`config.mk`:
```
export PLATFORM = sky130hd
export DESIGN_NAME = divider_unit
export DESIGN_NICKNAME = d
export VERILOG_FILES = /design/src/rtl/divider_unit.sv
export SDC_FILE = /design/constraint.sdc
export NUM_CORES = 1
export LEC_CHECK = 0
export BUFFER_PORTS_ARGS = -buffer_cell sky130_fd_sc_hd__buf_4
export CORE_MARGIN = 10
export CORE_UTILIZATION = 61
export DETAILED_ROUTE_END_ITERATION = 8
export GPL_ROUTABILITY_DRIVEN = 1
export PLACE_DENSITY = 0.9
export SYNTH_ARGS = -nofsm -noshare
export SYNTH_HDL_FRONTEND = slang
export SYNTH_SLANG_ARGS = --single-unit
```
`constraint.sdc`:
```
create_clock -name clk -period 4.45 [get_ports clk]
set_clock_uncertainty 0.2 [all_clocks]
set_input_delay 0.6675 -clock clk [delete_from_list [all_inputs] [get_ports clk]]
set_output_delay 0.6675 -clock clk [all_outputs]
set_load 0.05 [all_outputs]
```
`src/rtl/divider_unit.sv`:
```
// divider_unit
//   Iterative 32-bit integer divider for a pipelined core. It produces one
//   quotient bit per cycle with a restoring shift-subtract loop. Signed ops
//   divide operand magnitudes and fix the signs when the result is written.
//   Divide-by-zero and signed overflow bypass the loop and finish in one
//   cycle.
//
//   State table:
//     state | meaning
//     IDLE  | waiting for start_i; busy_o=0
//     RUN   | 32 shift-subtract steps, then one finalize cycle that writes result
//     DONE  | one cycle: done_o=1, result_o valid, then back to IDLE
//
//   Ports:
//     clk       in   clock; all state updates on the rising edge
//     reset     in   asynchronous active-low reset
//     start_i   in   request pulse; op_i/A_i/B_i are sampled when accepted in IDLE
//     op_i      in   [1:0] 00 DIV, 01 DIVU, 10 REM, 11 REMU
//     A_i       in   [WIDTH-1:0] dividend
//     B_i       in   [WIDTH-1:0] divisor
//     flush_i   in   abort; forces IDLE at the next edge and wins over start_i
//     busy_o    out  registered; high in RUN and DONE (pipeline stall)
//     done_o    out  one-cycle pulse while result_o carries a new value
//     result_o  out  [WIDTH-1:0] quotient or remainder; held until next DONE
module divider_unit #(
  parameter int WIDTH = 32
) (
  input  logic             clk,
  input  logic             reset,
  input  logic             start_i,
  input  logic [1:0]       op_i,
  input  logic [WIDTH-1:0] A_i,
  input  logic [WIDTH-1:0] B_i,
  input  logic             flush_i,
  output logic             busy_o,
  output logic             done_o,
  output logic [WIDTH-1:0] result_o
);

  typedef enum logic [1:0] {
    IDLE = 2'd0,
    RUN  = 2'd1,
    DONE = 2'd2
  } state_t;

  localparam logic [5:0]       ITER_LAST = 6'(WIDTH);
  localparam logic [WIDTH-1:0] MIN_NEG   = {1'b1, {(WIDTH-1){1'b0}}};

  state_t           state_q, state_d;
  logic             op_rem_q, op_rem_d;
  logic [WIDTH-1:0] quo_q, quo_d;
  logic [WIDTH-1:0] rem_q, rem_d;
  logic [WIDTH-1:0] div_q, div_d;
  logic             neg_quo_q, neg_quo_d;
  logic             neg_rem_q, neg_rem_d;
  logic [5:0]       cnt_q, cnt_d;
  logic [WIDTH-1:0] result_q, result_d;
  logic             busy_q, busy_d;

  // combinational temporaries
  logic             signed_op;
  logic             a_neg, b_neg;
  logic [WIDTH:0]   a_ext, b_ext;
  logic [WIDTH:0]   a_abs, b_abs;
  logic [WIDTH:0]   rem_shift;
  logic [WIDTH:0]   div_ext;
  logic [WIDTH-1:0] quo_fix, rem_fix;

  always_ff @(posedge clk or negedge reset) begin
    if (!reset) begin
      state_q   <= IDLE;
      op_rem_q  <= 1'b0;
      quo_q     <= '0;
      rem_q     <= '0;
      div_q     <= '0;
      neg_quo_q <= 1'b0;
      neg_rem_q <= 1'b0;
      cnt_q     <= '0;
      result_q  <= '0;
      busy_q    <= 1'b0;
    end else begin
      state_q   <= state_d;
      op_rem_q  <= op_rem_d;
      quo_q     <= quo_d;
      rem_q     <= rem_d;
      div_q     <= div_d;
      neg_quo_q <= neg_quo_d;
      neg_rem_q <= neg_rem_d;
      cnt_q     <= cnt_d;
      result_q  <= result_d;
      busy_q    <= busy_d;
    end
  end

  always_comb begin
    state_d   = state_q;
    op_rem_d  = op_rem_q;
    quo_d     = quo_q;
    rem_d     = rem_q;
    div_d     = div_q;
    neg_quo_d = neg_quo_q;
    neg_rem_d = neg_rem_q;
    cnt_d     = cnt_q;
    result_d  = result_q;
    busy_d    = busy_q;

    // Magnitudes are formed in WIDTH+1 bits so that the most negative
    // dividend maps to its true unsigned magnitude.
    signed_op = ~op_i[0];
    a_neg     = signed_op & A_i[WIDTH-1];
    b_neg     = signed_op & B_i[WIDTH-1];
    a_ext     = {a_neg, A_i};
    b_ext     = {b_neg, B_i};
    a_abs     = a_neg ? ((WIDTH+1)'(0) - a_ext) : a_ext;
    b_abs     = b_neg ? ((WIDTH+1)'(0) - b_ext) : b_ext;

    rem_shift = {rem_q, quo_q[WIDTH-1]};
    div_ext   = {1'b0, div_q};
    quo_fix   = neg_quo_q ? (WIDTH'(0) - quo_q) : quo_q;
    rem_fix   = neg_rem_q ? (WIDTH'(0) - rem_q) : rem_q;

    case (state_q)
      IDLE: begin
        if (start_i && !flush_i) begin
          op_rem_d  = op_i[1];
          quo_d     = WIDTH'(a_abs);
          div_d     = WIDTH'(b_abs);
          rem_d     = '0;
          cnt_d     = '0;
          neg_quo_d = a_neg ^ b_neg;
          neg_rem_d = a_neg;
          busy_d    = 1'b1;
          if (B_i == '0) begin
            // Remainder for divide-by-zero is the raw dividend, not its magnitude.
            result_d = op_i[1] ? A_i : '1;
            state_d  = DONE;
          end else if (signed_op && (A_i == MIN_NEG) && (B_i == '1)) begin
            result_d = op_i[1] ? '0 : MIN_NEG;
            state_d  = DONE;
          end else begin
            state_d = RUN;
          end
        end
      end

      RUN: begin
        if (cnt_q != ITER_LAST) begin
          if (rem_shift >= div_ext) begin
            rem_d = WIDTH'(rem_shift - div_ext);
            quo_d = {quo_q[WIDTH-2:0], 1'b1};
          end else begin
            rem_d = WIDTH'(rem_shift);
            quo_d = {quo_q[WIDTH-2:0], 1'b0};
          end
          cnt_d = cnt_q + 6'd1;
        end else begin
          // Finalize cycle: sign-correct and publish the selected result.
          result_d = op_rem_q ? rem_fix : quo_fix;
          state_d  = DONE;
        end
      end

      DONE: begin
        state_d = IDLE;
        busy_d  = 1'b0;
      end

      default: begin
        state_d = IDLE;
        busy_d  = 1'b0;
      end
    endcase

    // Flush aborts from any state and must not publish a result.
    if (flush_i) begin
      state_d  = IDLE;
      busy_d   = 1'b0;
      result_d = result_q;
    end
  end

  assign busy_o   = busy_q;
  assign done_o   = (state_q == DONE);
  assign result_o = result_q;

endmodule

```
-- Word-level counts from Yosys, hierarchy flattened
Cells that the tools add are included.
Widths: inputs -> output; s select.
- flip-flop bits (word level): 140
- logic and storage cells: 78
- input port bits: 70
- output and inout bits: 34
- add/subtract/negate cells: 6
- order comparisons: 1
- reduce and logical (&&, ||, !) cells: 12
- multiplexer cells: 32
- bitwise operators: 5
- equality and inequality tests: 12
- operators with widths (kind ; count):
    $mux 32 ; 16
    $pmux 32 s2 ; 3
    $sub 1x32->32 const A ; 4
    $eq 32x32->1 const B ; 2
    $ge 33x32->1 ; 1
    $logic_not 32->1 ; 1
    $sub 32x32->32 ; 1
    $mux 6 ; 2
    $pmux 6 s2 ; 1
    $mux 2 ; 5
    $ne 3x3->1 const B ; 3
    $ne 2x2->1 const B ; 4
    $add 6x1->6 const B ; 1
    $ne 6x6->1 const B ; 1
    $reduce_and 2->1 ; 3
    $reduce_and 5->1 ; 1
    $pmux 2 s2 ; 1
    $logic_and 1x1->1 ; 3
    $mux 1 ; 3
    $reduce_and 3->1 ; 1
    $and 1x1->1 ; 2
    $eq 2x1->1 const B ; 1
    $eq 2x2->1 const B ; 1
    $logic_not 2->1 ; 1
    5 further kinds ; 6

-- Depth between registers and ports, before layout
Gate-level depths: netlist (run 1).
- depth after elaboration: 8
- mapped depth: 14

-- Least setup slack after synthesis (run 1)
No wires, ideal clock.
- kind: input -> register
- from: input port A_i[8]
- to: register result_q[1] (netlist: result_o[1])
- arrival time: 3.138 ns
- slack: 0.972 ns
- cell stages on the path: 10
- buffers on the path: 1
- data required time: 4.111 ns
- cell sequence: or4_4 or4_4 nor3_4 nand2b_1 or4_4 o21ai_2 o2111ai_2 clkbuf_1 nand2_1 o21ai_0
- word-level cells in the longest chain between the ends: 5
- RTL lines (element ; line ; source):
    start: declaration ; 32 ; input logic [WIDTH-1:0] A_i,
    $eq 32x32->1 ; 137 ; end else if (signed_op && (A_i == MIN_NEG) && (B_i == '1)) begin
    $logic_and 1x1->1 (2 in series) ; 137 ;
    $ne 3x3->1 (no line) ; n/a ;
    $reduce_and 5->1 (no line) ; n/a ;
    end signal: assignment ; 90 ; result_q <= result_d;
    end: declaration ; 57 ; logic [WIDTH-1:0] result_q, result_d;
Every way passes these cells.
A chain may end at the register's enable or synchronous reset.

-- Worst setup path after layout (run 1)
- from: register rem_q[13]
- to: register rem_q[1]
- word-level cells in the longest chain between the ends: 4
- RTL lines (element ; line ; source):
    start: declaration ; 52 ; logic [WIDTH-1:0] rem_q, rem_d;
    start signal: assignment ; 85 ; rem_q <= rem_d;
    $ge 33x32->1 ; 148 ; if (rem_shift >= div_ext) begin
    $mux 32 ; 148 ;
    $mux 32 ; 147 ; if (cnt_q != ITER_LAST) begin
    $pmux 32 s2 ; 122 ; case (state_q)
Every way passes these cells. The select of a mux whose other input is x is not followed.

==> results.json, run 1 <==
{
  "area_growth_pct": 14.9,
  "clockRootBuffer": "clkbuf_16",
  "dr.pass1.iters": 6,
  "grt_pass1_vias": 10300,
  "path_clk_slew_ns": 0.06,
  "tritoncts": "done",
  "powerDensity_nw_per_um2": 698,
  "grt_max_degree": 110,
  "die_w_um": 153,
  "drive_gt1_frac": 0.126,
  "antenna_found_initial": 0,
  "combPwrFrac": 0.548,
  "top_layer": "met4",
  "vias_per_cell": 6.41,
  "cp_top_family": "compound AO/OA/AOI/OAI gates",
  "drt-total-wl_um": 31700,
  "maxSlewViolCount": 0,
  "via_count": 10700,
  "status": "complete, no violations",
  "wl_met3_um": 2970,
  "hold_buffers": 0,
  "nets": 1548,
  "synth.yosys.seq_area_share": 0.324,
  "crit_chain": "ha_1, a21oi_1, o21ai_0, a21oi_1, o21ai_0, a21oi_1, nand3_1, a41oi_4, buf_4, mux2i_1, o22ai_1",
  "initial_utilization": 0.623,
  "syn_area_per_cell_um2": 7.88,
  "yosys_warnings": 0,
  "coreArea_um2": 17400,
  "ys_ff_latch": 140,
  "synth-edff-count": 0,
  "post_cts_buffers": 0,
  "dpl.hpwl_um": 23400,
  "yosysTopAreaCell": "dfrtp_1",
  "synth_nets": 1482,
  "synthDistinctLibCells": 66,
  "clock_sinks": 140,
  "synth.top_cell.area_share": 0.324,
  "fmax_mhz": 270,
  "pin_count": 104,
  "slowest_delay_ns": 0.49,
  "maxCapViolCount": 0,
  "cpMostUsedCell": "a21oi_1",
  "finalSetupTns_ns": 0,
  "dp.cells": 1644,
  "hold_path.class": "input port to async pin",
  "leakagePower_nw": 5.36,
  "met1_length_um": 13400,
  "postCtsResizedCells": 0,
  "rsz0062_at_grt": "no",
  "clock_latency_ns": 0.43,
  "gp_congestion": 0.943,
  "wl_per_cell_um": 18.9,
  "min_period_ns": 3.71,
  "relSlewSlack": 0.333,
  "p_int_mw": 4.55,
  "crit_required_ns": 4.54,
  "setup_viol": 0,
  "antenna_cells": 0,
  "antenna_left": 0,
  "finalNonFillerCells": 1676,
  "critPathSlowestCell": "dfrtp_1",
  "timing.rr.start": "rem_q[13]$_DFFE_PN0P_",
  "nFillCells": 1372,
  "dr.first_iter.drc_count": 1106,
  "grt_first_pass_wirelength_um": 51600,
  "worst-path-buf-inv": 1,
  "gr-total-overflow": 0,
  "clkPwrFrac": 0.178,
  "critical_path.max_fanout": 24,
  "multiInputGateArea_um2": 6810,
  "tightest_slew_ns": 1.00,
  "place_area_um2": 11800,
  "seq_power_share": 0.274,
  "setup.worst_path.start_class": "register",
  "syn_inst": 1372,
  "final_core_util": 0.716,
  "critPathKind": "register to register",
  "synth_flop_cell": "dfrtp_1",
  "num_rows": 48,
  "synth_area_leaders": "dfrtp_1, o21ai_0, xnor2_1, nand2_1, a21oi_1",
  "track_usage": 0.260,
  "port_buffers": 103,
  "cts_buffer_depth": 2,
  "cts_buffers": 17,
  "ys_async_sr_fraction": 1.00,
  "cp-end-kind": "register",
  "wl_met2_um": 14400,
  "final-hold-violation-count": 0,
  "fin_crit_sh": 0.833,
  "die_area_um2": 23500,
  "die_y_um": 153,
  "syn-cell-area_um2": 10800,
  "startpoint": "rem_q[13]$_DFFE_PN0P_",
  "register_area_um2": 3500,
  "drc": 0,
  "switchingPower_mw": 4.12,
  "ir_drop_mv": 0.421,
  "finish.instance_area_um2": 12400,
  "htreeDepth": 4,
  "sw_frac_of_total": 0.475,
  "worstPathArrival_ns": 3.80
}
## Yosys cell counts (5+ instances only)
cell / instances
a211oi_1: 12
a21o_1: 9
a21oi_1: 110
a22oi_1: 12
a31oi_1: 18
a32oi_1: 7
and3_1: 8
buf_1: 9
clkbuf_1: 64
dfrtp_1: 140
ha_1: 39
inv_1: 67
mux2i_1: 16
nand2_1: 176
nand2b_1: 20
nand3_1: 32
nand4_1: 14
nor2_1: 87
nor2b_1: 15
nor3_1: 21
nor4_1: 10
o21ai_0: 170
o21ai_1: 7
o22ai_1: 17
o311ai_0: 8
o31ai_1: 28
o41ai_1: 12
or3_1: 17
or4_1: 12
or4_4: 5
xnor2_1: 87
xor2_1: 60
## metal layers
metal / vias up / track usage
li1: 5039 / -
met1: 4985 / 0.348
met2: 607 / 0.413
met3: 109 / 0.0435
met4: 0 / 0.0967
met5: - / 0
## logic make-up after synthesis
logic type | share of synthesized area
compound gates | 0.251
simple gates | 0.193
xor+xnor | 0.119
buf+inv | 0.0505
flops | 0.324
fa+ha+maj | 0.0470
mux | 0.0159
## path summary, 6_finish.rpt
path	end	slack [ns]	cells after the start
worst max-delay path	rem_q[1]$_DFFE_PN0P_	0.74	11
worst min-delay path	quo_q[25]$_DFFE_PN0P_	0.17	1
worst max register to register	rem_q[1]$_DFFE_PN0P_	0.74	11
worst min register to register	div_q[24]$_DFFE_PN0P_	0.28	2
max in group asynchronous	div_q[4]$_DFFE_PN0P_	2.90	2
min in group clk	state_q[0]$_DFFE_PN0P_	0.20	2
## registers in the layout, summed over array words and instances, names as in the netlist
name / flops
busy_o: 1
cnt_q: 6
div_q: 32
neg_quo_q: 1
neg_rem_q: 1
op_rem_q: 1
quo_q: 32
rem_q: 32
result_o: 32
state_q: 2
## cell usage in the layout (no fill, tap or decap), types with 6 or more instances in the layout
cell type / synthesis / routed
a211oi_1: 12 / 12
nand4_1: 14 / 14
or3_1: 17 / 17
clkbuf_16: 0 / 17
clkbuf_8: 0 / 6
o41ai_1: 12 / 12
o22ai_1: 17 / 17
nor2b_1: 15 / 14
nand3_1: 32 / 32
a22oi_1: 12 / 12
mux2i_1: 16 / 16
nor2_1: 87 / 86
xnor2_1: 87 / 87
a21oi_1: 110 / 110
dfrtp_1: 140 / 140
and3_1: 8 / 8
o311ai_0: 8 / 8
nor4_1: 10 / 10
o21ai_1: 7 / 7
nand2b_1: 20 / 20
ha_1: 39 / 39
o21ai_0: 170 / 170
a31oi_1: 18 / 17
inv_1: 67 / 67
xor2_1: 60 / 60
o31ai_1: 28 / 28
buf_4: 0 / 123
a21o_1: 9 / 9
or4_1: 12 / 12
a32oi_1: 7 / 7
nand2_1: 176 / 175
nor3_1: 21 / 21
## power groups by stage
| stage | Clock, mW | Sequential (mW) | Combinational (mW) |
|---|---|---|---|
| 4_1_cts | 1.54 | 2.35 | 4.69 |
| 3_3_place_gp | 0 | 2.33 | 4.53 |
| 6_report | 1.54 | 2.38 | 4.75 |
| 2_1_floorplan | 0 | 2.59 | 3.10 |
| 3_5_place_dp | 0 | 2.37 | 4.64 |
| 5_1_grt | 1.59 | 2.44 | 5.22 |
## final cells by class
class / instances / area share
clock inverter: 9 / 0.0107
multi-input combinational: 1088 / 0.548
inverter: 67 / 0.0202
sequential: 140 / 0.282
clock buffer: 23 / 0.0409
timing repair buffer: 124 / 0.0752
tap: 225 / 0.0227
## stage by stage
stage | hold slack, ns | worst slack, ns | total power [mW]
finish | 0.167 | 0.744 | 8.67
global route | 0.199 | 0.526 | 9.25
CTS | 0.189 | 0.818 | 8.58
detailed placement | 0.270 | 0.516 | 7.00
global placement | 0.260 | 0.628 | 6.87
floorplan | 0.172 | 0.972 | 5.69
Note: power is estimated with default switching activity, not from simulation.
==> run 2: changes to the inputs <==
--- a/config.mk
+++ b/config.mk
@@ -7,10 +7,10 @@
 export LEC_CHECK = 0
 export BUFFER_PORTS_ARGS = -buffer_cell sky130_fd_sc_hd__buf_4
 export CORE_MARGIN = 10
-export CORE_UTILIZATION = 61
+export CORE_UTILIZATION = 55
 export DETAILED_ROUTE_END_ITERATION = 8
 export GPL_ROUTABILITY_DRIVEN = 1
-export PLACE_DENSITY = 0.9
+export PLACE_DENSITY = 0.86
 export SYNTH_ARGS = -nofsm -noshare
 export SYNTH_HDL_FRONTEND = slang
 export SYNTH_SLANG_ARGS = --single-unit
==> constraint.sdc (replaced) <==
create_clock -name clk -period 3.2 [get_ports clk]
set_clock_uncertainty 0.2 [all_clocks]
set_input_delay 0.48 -clock clk [delete_from_list [all_inputs] [get_ports clk]]
set_output_delay 0.48 -clock clk [all_outputs]
set_load 0.05 [all_outputs]
==> results.json, run 2 (synthesis gave the netlist of run 1 again) <==
{
  "coreArea_um2": 19400,
  "pin_count": 104,
  "cp-end-kind": "register",
  "min_path_cells": 2,
  "layout_setup_ws_ns": -0.263,
  "dr.first_iter.drc_count": 1638,
  "rsz0062_at_grt": "yes",
  "critical_path.max_fanout": 7,
  "die_y_um": 160,
  "gp_congestion": 1.03,
  "ir_drop_mv": 0.581,
  "antenna_cells": 0,
  "grt_max_degree": 72,
  "most-common-layout-cells": "buf_4, nand2_1, o21ai_0",
  "drc": 2,
  "wl_per_cell_um": 19.2,
  "reg2reg_slack_ns": -0.26,
  "grt_pass1_vias": 10800,
  "port_buffers": 103,
  "htreeDepth": 4,
  "status": "finished, violations left",
  "gr-total-overflow": 0,
  "drive_gt1_frac": 0.218,
  "min_period_ns": 3.46,
  "worstRegToRegCells": 13,
  "finalPower_mw": 13.5,
  "die_area_um2": 25700,
  "antenna_found_initial": 1,
  "cts_buffer_depth": 2,
  "die_w_um": 160,
  "num_rows": 51,
  "worst_r2r_endpoint": "rem_q[20]$_DFFE_PN0P_",
  "dpl.hpwl_um": 24800,
  "layout_commonest_cell": "buf_4",
  "place_area_um2": 12700,
  "setup.worst_path.start_class": "register",
  "worstPathArrival_ns": 3.55,
  "final_core_util": 0.704,
  "dp.cells": 1791,
  "tritoncts": "done",
  "path_clk_slew_ns": 0.06,
  "vias_per_cell": 6.36,
  "cts_buffers": 17,
  "timing.rr.start": "div_q[21]$_DFFE_PN0P_",
  "setup_viol": 36,
  "clock_latency_ns": 0.43,
  "tightest_slew_ns": 0.826,
  "min_to": "state_q[0]$_DFFE_PN0P_",
  "via_count": 11700,
  "maxCapViolCount": 0,
  "hold_slack_ns": 0.00633,
  "drt-total-wl_um": 35300,
  "track_usage": 0.251,
  "leakagePower_nw": 5.98,
  "hold_path.class": "input port to register",
  "clock_sinks": 140,
  "clockRootBuffer": "clkbuf_16",
  "grt_first_pass_wirelength_um": 54200,
  "initial_utilization": 0.557,
  "antenna_left": 0,
  "finalNonFillerCells": 1836,
  "nets": 1668,
  "critPathKind": "register to register",
  "fin_crit_sh": 1.08,
  "final-hold-violation-count": 0,
  "powerDensity_nw_per_um2": 987,
  "maxSlewViolCount": 0,
  "finish.instance_area_um2": 13600,
  "relSlewSlack": 0.448,
  "fmax_mhz": 289,
  "dr.pass1.iters": 9,
  "crit_required_ns": 3.29,
  "hp-start": "flush_i",
  "area_growth_pct": 26.2,
  "violations": "DRC, setup timing"
}
[run 2: cell types whose count changed in the layout (fill, tap and decap cells not counted), moves of 5 or more]
cell,previous run,this run
buf_4,123,231
o21ai_0,170,157
o21ai_1,7,18
a21oi_1,110,104
a21oi_2,0,6
buf_12,0,5
ha_1,39,34
[run 2: metal layers]
metal	GRT usage	up-vias	wire length (µm)	share of wire
met5	0	-	0	0
met4	0.0981	0	1530	0.043
met3	0.0599	168	3970	0.11
met2	0.392	876	15800	0.45
met1	0.328	5354	13900	0.39
li1	-	5272	-	-
[run 2: layout make-up]
class                   instances  area [µm²]
clock buffers                  21         480
clock inverters                11        92.6
fillers                      1470        5750
inverters                      67         251
multi-input cells            1088        7030
flip-flops and latches        140        3510
well taps                     265         332
repair buffers                244        1950
[run 2: how the worst max path moves through the flow]
| stage | from | to | slack, ns | cells after the start |
|---|---|---|---|---|
| after global routing | div_q[21]$_DFFE_PN0P_ | rem_q[20]$_DFFE_PN0P_ | -0.36 | 13 |
| final | div_q[21]$_DFFE_PN0P_ | rem_q[20]$_DFFE_PN0P_ | -0.26 | 13 |
| after CTS | rem_q[2]$_DFFE_PN0P_ | result_o[29]$_DFFE_PN0P_ | -0.11 | 9 |
| after detailed placement | A_i[8] | result_o[16]$_DFFE_PN0P_ | -0.30 | 11 |
| after global placement | A_i[8] | result_o[16]$_DFFE_PN0P_ | -0.21 | 11 |
| after floorplan | A_i[8] | result_o[1]$_DFFE_PN0P_ | -0.04 | 10 |
[run 2: where the power goes]
part / total [mW] / switching, mW / leakage, nW / internal [mW]
Clock: 1.93 / 0.787 / 0.273 / 1.14
Sequential: 3.16 / 0.730 / 1.78 / 2.43
Combinational: 8.38 / 4.86 / 3.93 / 3.52
Total: 13.5 / 6.38 / 5.98 / 7.10
[run 2: per-stage QoR]
step,setup TNS [ns],setup slack (ns)
3_5_place_dp,-8.89,-0.298
4_1_cts,-0.159,-0.108
2_1_floorplan,-0.815,-0.0398
5_1_grt,-9.21,-0.361
6_report,-4.39,-0.263
3_3_place_gp,-6.13,-0.213
[run 2: what timing repair did]
item | in CTS | in global routing
pin swaps | 2 | 13
gates cloned | 0 | 2
hold buffers | 1 | 0
endpoints found under the setup margin | 27 | 42
buffers inserted | 1 | 9
hold endpoints to repair | 68 | 0
gates resized for setup | 2 | 60
[run 2: worst max-delay path: stages, from the launching register on]
cell       delay [ns]
dfrtp_1          0.39
inv_1            0.09
ha_2             0.31
a21oi_2          0.27
o211ai_1         0.20
a21oi_1          0.17
o21ai_0          0.18
a21oi_2          0.33
nand3_4          0.13
a41oi_4          0.40
buf_12           0.15
clkbuf_16        0.15
mux2i_1          0.23
o21ai_0          0.12
